**src/rtl/fetch_decode_ctrl.sv**
```systemverilog
// fetch_decode_ctrl: PC sequencing, IF/ID pipeline register and hazard event counters.
module fetch_decode_ctrl (
  input  logic        clk,
  input  logic        rst_n,
  input  logic        PC_EN_IF,
  input  logic        reg_FD_EN,
  input  logic        reg_FD_stall,
  input  logic        reg_FD_flush,
  input  logic        Branch_ID,
  input  logic [31:0] PC_target_ID,
  input  logic [31:0] inst_IF,
  input  logic        imem_ready,
  output logic [31:0] PC_IF,
  output logic [31:0] PC_ID,
  output logic [31:0] inst_ID,
  output logic        valid_ID,
  output logic        misalign_err,
  output logic [15:0] stall_cnt,
  output logic [15:0] flush_cnt,
  output logic [15:0] wait_cnt
);
  localparam logic [31:0] NOP = 32'h0000_0013;
  logic [31:0] pc_if_q, pc_if_d, pc_id_q, pc_id_d, inst_id_q, inst_id_d;
  logic        valid_id_q, valid_id_d, misalign_q, misalign_d;
  logic [15:0] stall_cnt_q, stall_cnt_d, flush_cnt_q, flush_cnt_d, wait_cnt_q, wait_cnt_d;
  logic        hold, load;
  function automatic logic [15:0] sat_inc(input logic [15:0] c, input logic inc);
    return c + {15'd0, inc && c != 16'hFFFF};
  endfunction
  always_comb begin
    pc_if_d     = !PC_EN_IF ? pc_if_q :
                  Branch_ID ? {PC_target_ID[31:2], 2'b00} :
                  imem_ready ? pc_if_q + 32'd4 : pc_if_q;
    hold        = !reg_FD_EN || reg_FD_stall;
    load        = !hold && !reg_FD_flush && imem_ready;
    // bubbles and real loads both tag IF/ID with the current fetch address
    pc_id_d     = hold ? pc_id_q : pc_if_q;
    inst_id_d   = hold ? inst_id_q : load ? inst_IF : NOP;
    valid_id_d  = hold ? valid_id_q : load;
    misalign_d  = misalign_q || (PC_EN_IF && Branch_ID && PC_target_ID[1:0] != 2'b00);
    stall_cnt_d = sat_inc(stall_cnt_q, reg_FD_EN && reg_FD_stall);
    flush_cnt_d = sat_inc(flush_cnt_q, !hold && reg_FD_flush);
    wait_cnt_d  = sat_inc(wait_cnt_q, !hold && !reg_FD_flush && !imem_ready);
  end
  always_ff @(posedge clk or negedge rst_n) begin
    if (!rst_n) begin
      pc_if_q     <= '0;
      pc_id_q     <= '0;
      inst_id_q   <= NOP;
      valid_id_q  <= 1'b0;
      misalign_q  <= 1'b0;
      stall_cnt_q <= '0;
      flush_cnt_q <= '0;
      wait_cnt_q  <= '0;
    end else begin
      pc_if_q     <= pc_if_d;
      pc_id_q     <= pc_id_d;
      inst_id_q   <= inst_id_d;
      valid_id_q  <= valid_id_d;
      misalign_q  <= misalign_d;
      stall_cnt_q <= stall_cnt_d;
      flush_cnt_q <= flush_cnt_d;
      wait_cnt_q  <= wait_cnt_d;
    end
  end
  assign PC_IF        = pc_if_q;
  assign PC_ID        = pc_id_q;
  assign inst_ID      = inst_id_q;
  assign valid_ID     = valid_id_q;
  assign misalign_err = misalign_q;
  assign stall_cnt    = stall_cnt_q;
  assign flush_cnt    = flush_cnt_q;
  assign wait_cnt     = wait_cnt_q;
endmodule

```
**config.mk**
```make
export PLATFORM = sky130hd
export DESIGN_NAME = fetch_decode_ctrl
export DESIGN_NICKNAME = d
export VERILOG_FILES = /design/src/rtl/fetch_decode_ctrl.sv
export SDC_FILE = /design/constraint.sdc
export NUM_CORES = 1
export LEC_CHECK = 0
export ABC_AREA = 1
export CAP_MARGIN = 30
export CORE_AREA = 2 2 201 124
export CTS_BUF_LIST = sky130_fd_sc_hd__clkbuf_8
export DETAILED_ROUTE_END_ITERATION = 6
export DIE_AREA = 0 0 203 126
export MAX_ROUTING_LAYER = met4
export PLACE_DENSITY_LB_ADDON = 0.25
export SLEW_MARGIN = 20
export SYNTH_ARGS = -nofsm -noshare
export SYNTH_HDL_FRONTEND = slang
export SYNTH_SLANG_ARGS = --single-unit
```
**constraint.sdc**
```tcl
create_clock -name clk -period 5.35 [get_ports clk]
set_clock_uncertainty 0.15 [all_clocks]
set_input_delay 1.3375 -clock clk [delete_from_list [all_inputs] [get_ports clk]]
set_output_delay 1.3375 -clock clk [all_outputs]
set_load 0.02 [all_outputs]
```
==> key figures <==
Placed design
  – Routability Congestion: 0.914
  – Detailed Place HPWL: 17100 um
  – PortBufs: 213
  – Post-Place Worst Slack: 1.35 ns

STA
  – Post-route setup slack: 1.76 ns
  – Crit path time final: 3.59 ns
  – Final period utilization: 0.670
  – Max frequency: 279 MHz
  – Fin. Hold Viols: 0
  – Final setup fails: 0
  – Setup TNS: 0 ns
  – Relative slew slack: 0.408
  – Worst slew pin tran: 0.888 ns
  – Pins Over Slew Limit: 0
  – Setup repair after global routing missed its margin: no

Critical path
  – Crit path DAT: 3.79 ns
  – R2R setup slack: 2.94 ns
  – Slowest library cell on the worst path: clkinv_1
  – Worst setup path class: primary input to flop
  – Reg2reg path depth: 12
  – Worst Setup SP: Branch_ID
  – CP Launch Type: primary input
  – Endpoint class of the critical path: flop
  – Top delay family on crit path: buffers and inverters
  – WP data required: 5.56 ns
  – Worst path cell trace: clkdlybuf4s50_1, buf_4, nand2_2, nand2_1, buf_4, clkinv_1, a21oi_1, nand2_1, nand2_1, inv_1
  – Critical path's largest stage delay: 0.68 ns
  – Critical path fanouts, max: 38
  – Worst Path Buf+Inv: 5
  – Worst r2r src: flush_cnt[6]
  – CP most frequent cell: nand2_1
  – Worst R2R End: flush_cnt[14]

Clock network
  – Hold-fix buffers, CTS: 0
  – Post-CTS Repair Setup Buffers: 0
  – CTS Buffer Depth: 2
  – Clock transition at path regs: 0.08 ns
  – Post_cts resized: 0
  – Num CTS Buffers: 17
  – Max H-tree Level: 4
  – Clk_lat worst skew: 0.46 ns
  – Root buf cell: clkbuf_8
  – CTS tree: done
  – CTS Sinks: 142

Logic synthesis
  – Most common cell in the synthesized netlist: nand2_1
  – Top cell types by occurrence after synthesis: nand2_1 (262), dfrtp_1 (139), inv_1 (109), o21ai_0 (84), nor2_1 (55)
  – Register area share after synthesis: 0.506
  – Area leader, netlist: dfrtp_1
  – Area share of the leading cell type in the synthesized netlist: 0.494
  – Xor and xnor area share after synthesis: 0.0535
  – Synth warnings: 0
  – Async set or reset register ratio after synthesis: 1.00
  – Synth Area in Adders: 0.0142
  – Synth Area in Compound Gates: 0.0853
  – Synth Instances: 866
  – Top_reg_cell synth: dfrtp_1
  – Combinational family with the most area after synthesis: simple AND/OR/NAND/NOR gates
  – Avg Cell Area, Syn: 8.13 um^2
  – Post-Syn Area: 0.00704 mm^2
  – Post-synthesis mux area share: 0
  – Largest cells by area after synthesis: dfrtp_1 (49%), nand2_1 (14%), o21ai_0 (6.0%), inv_1 (5.8%), xor2_1 (3.0%)
  – Cell variety after synth: 39
  – EDFF count, synth: 0
  – Simple-gate share of the synthesized area: 0.258
  – Number of synthesized register bits: 142

Drt
  – Via density: 4.50
  – Average routed wire per standard cell: 16.0 um
  – Residual DRC: 0
  – DR pass1 iterations: 5
  – DR iter-0 viols: 622
  – Post-route ant nets: 0
  – Via count: 6363
  – WL final: 22700 um

Cells and area
  – Antenna Cells: 0
  – # nets final: 1158
  – Filler instances: 2398
  – Share of post-route cells with drive strength above 1: 0.0742
  – P&R area growth vs syn: 39.9%

Pwr
  – Combinational share of power: 0.301
  – Peak supply drop: 0.000138 V
  – Switching share of power: 0.370
  – PwrDens: 327 mW/mm^2
  – Clock network power share: 0.261
  – Leakage power: 4.57 nW
  – Internal: 2.03 mW
  – Switching power total: 1.19 mW
  – Flop pwr share: 0.439

Floorplanning
  – Top Ports: 218
  – Die height: 126 um
  – Full die area: 0.0256 mm^2
  – Die Wd: 203 um
  – Core Area: 0.0237 mm^2
  – Initial Util: 0.297
  – Number of cell rows: 44

GRT
  – Largest net degree at the start of global routing: 87
  – Aggregate global-route resource usage: 0.188
  – First-pass GRT wire length: 35500 um
  – Number of global-route vias before repair: 5972
  – Initial antenna violation count: 0
  – GRT overflow: 0

Min path
  – Hold Crit Depth: 2
  – End of the worst hold path: PC_ID[4]
  – Min-delay worst type: flop to flop
  – HP Start: PC_ID[4]

Outcome
  – Status: completed

Run
  – Max_cap viols: 0
## flip-flops by register name (all words and copies together), names as in the netlist
register	cells
PC_ID	30
PC_IF	30
wait_cnt	16
inst_ID	32
misalign_err	1
valid_ID	1
flush_cnt	16
stall_cnt	16
## cells in the final DEF (no fill, tap or decap), types with 4 or more instances in the layout
master and instances:
clkbuf_8 17, o22ai_1 6, conb_1 4, nor2_4 7, inv_6 5, nand3_1 41, nor4_1 4, ha_1 8
dfrtp_1 139, nor3_1 6, nand4_1 7, o21ai_0 84, a21oi_1 8, xor2_1 24, nand3_2 4, o21ai_1 10
inv_1 110, inv_2 4, clkdlybuf4s50_1 212, nor2_1 55, xnor2_1 19, nor2_2 13, nand2_1 262, nand2_2 9
## logic make-up (layout without fill, tap and decap cells)
kind of cell / count (synthesis) / after routing
and+or+nand+nor: 416 / 416
AOI/OAI and AO/OA: 115 / 115
other: 1 / 4
adders and majority gates: 8 / 8
xor gates and xnor gates: 43 / 43
DFF: 142 / 142
buffers and inverters: 141 / 363
## area by class of cell
class | instances | area [um^2] | area share
Sequential cell | 142 | 3560 | 0.361
Multi-Input combinational cell | 586 | 2910 | 0.295
Clock inverter | 15 | 136 | 0.0139
Clock buffer | 17 | 234 | 0.0238
Timing Repair Buffer | 217 | 2180 | 0.221
Tap cell | 322 | 403 | 0.0409
Inverter | 114 | 428 | 0.0435
## how the worst max path moves through the flow
stage | to | cells past startpoint
6_report | PC_IF[8] | 10
4_1_cts | PC_IF[8] | 10
3_3_place_gp | PC_IF[8] | 10
2_1_floorplan | flush_cnt[14] | 13
5_1_grt | PC_IF[17] | 10
3_5_place_dp | PC_IF[8] | 10
## through the flow
step | cell area [um^2] | std cells | power [mW] | utilization | hold WS [ns]
floorplan | 7050 | 869 | 1.86 | - | 0.426
global placement | 9470 | 1381 | 2.40 | 0.399 | 0.304
detailed placement | 9470 | 1381 | 2.41 | 0.399 | 0.308
CTS | 9840 | 1413 | 3.26 | 0.415 | 0.330
global route | 9840 | 1413 | 3.41 | 0.415 | 0.357
finish | 9840 | 1413 | 3.22 | 0.415 | 0.326
## worst register-to-register path: cells and delay by family, from the launching register on
kind	cells	cell delay [ns]
simple gates	8	1.04
flops	1	0.46
fa+ha+maj	2	0.44
xor+xnor	1	0.13
buf+inv	1	0.07
## routing by layer
layer,part of all wire,up-vias,global-route usage
met5,0,-,-
met4,0.0092,0,0.0399
met3,0.082,14,0.0577
met2,0.38,194,0.224
met1,0.53,3021,0.296
li1,-,3134,-
## power groups by stage
stage	registers [mW]	clock network, mW	logic (mW)
after floorplan	1.58	0	0.278
after global placement	1.43	0	0.974
after detailed placement	1.43	0	0.976
after CTS	1.41	0.868	0.980
after global routing	1.44	0.916	1.05
final	1.41	0.839	0.969
No activity file was read; power rests on OpenSTA's default activity.
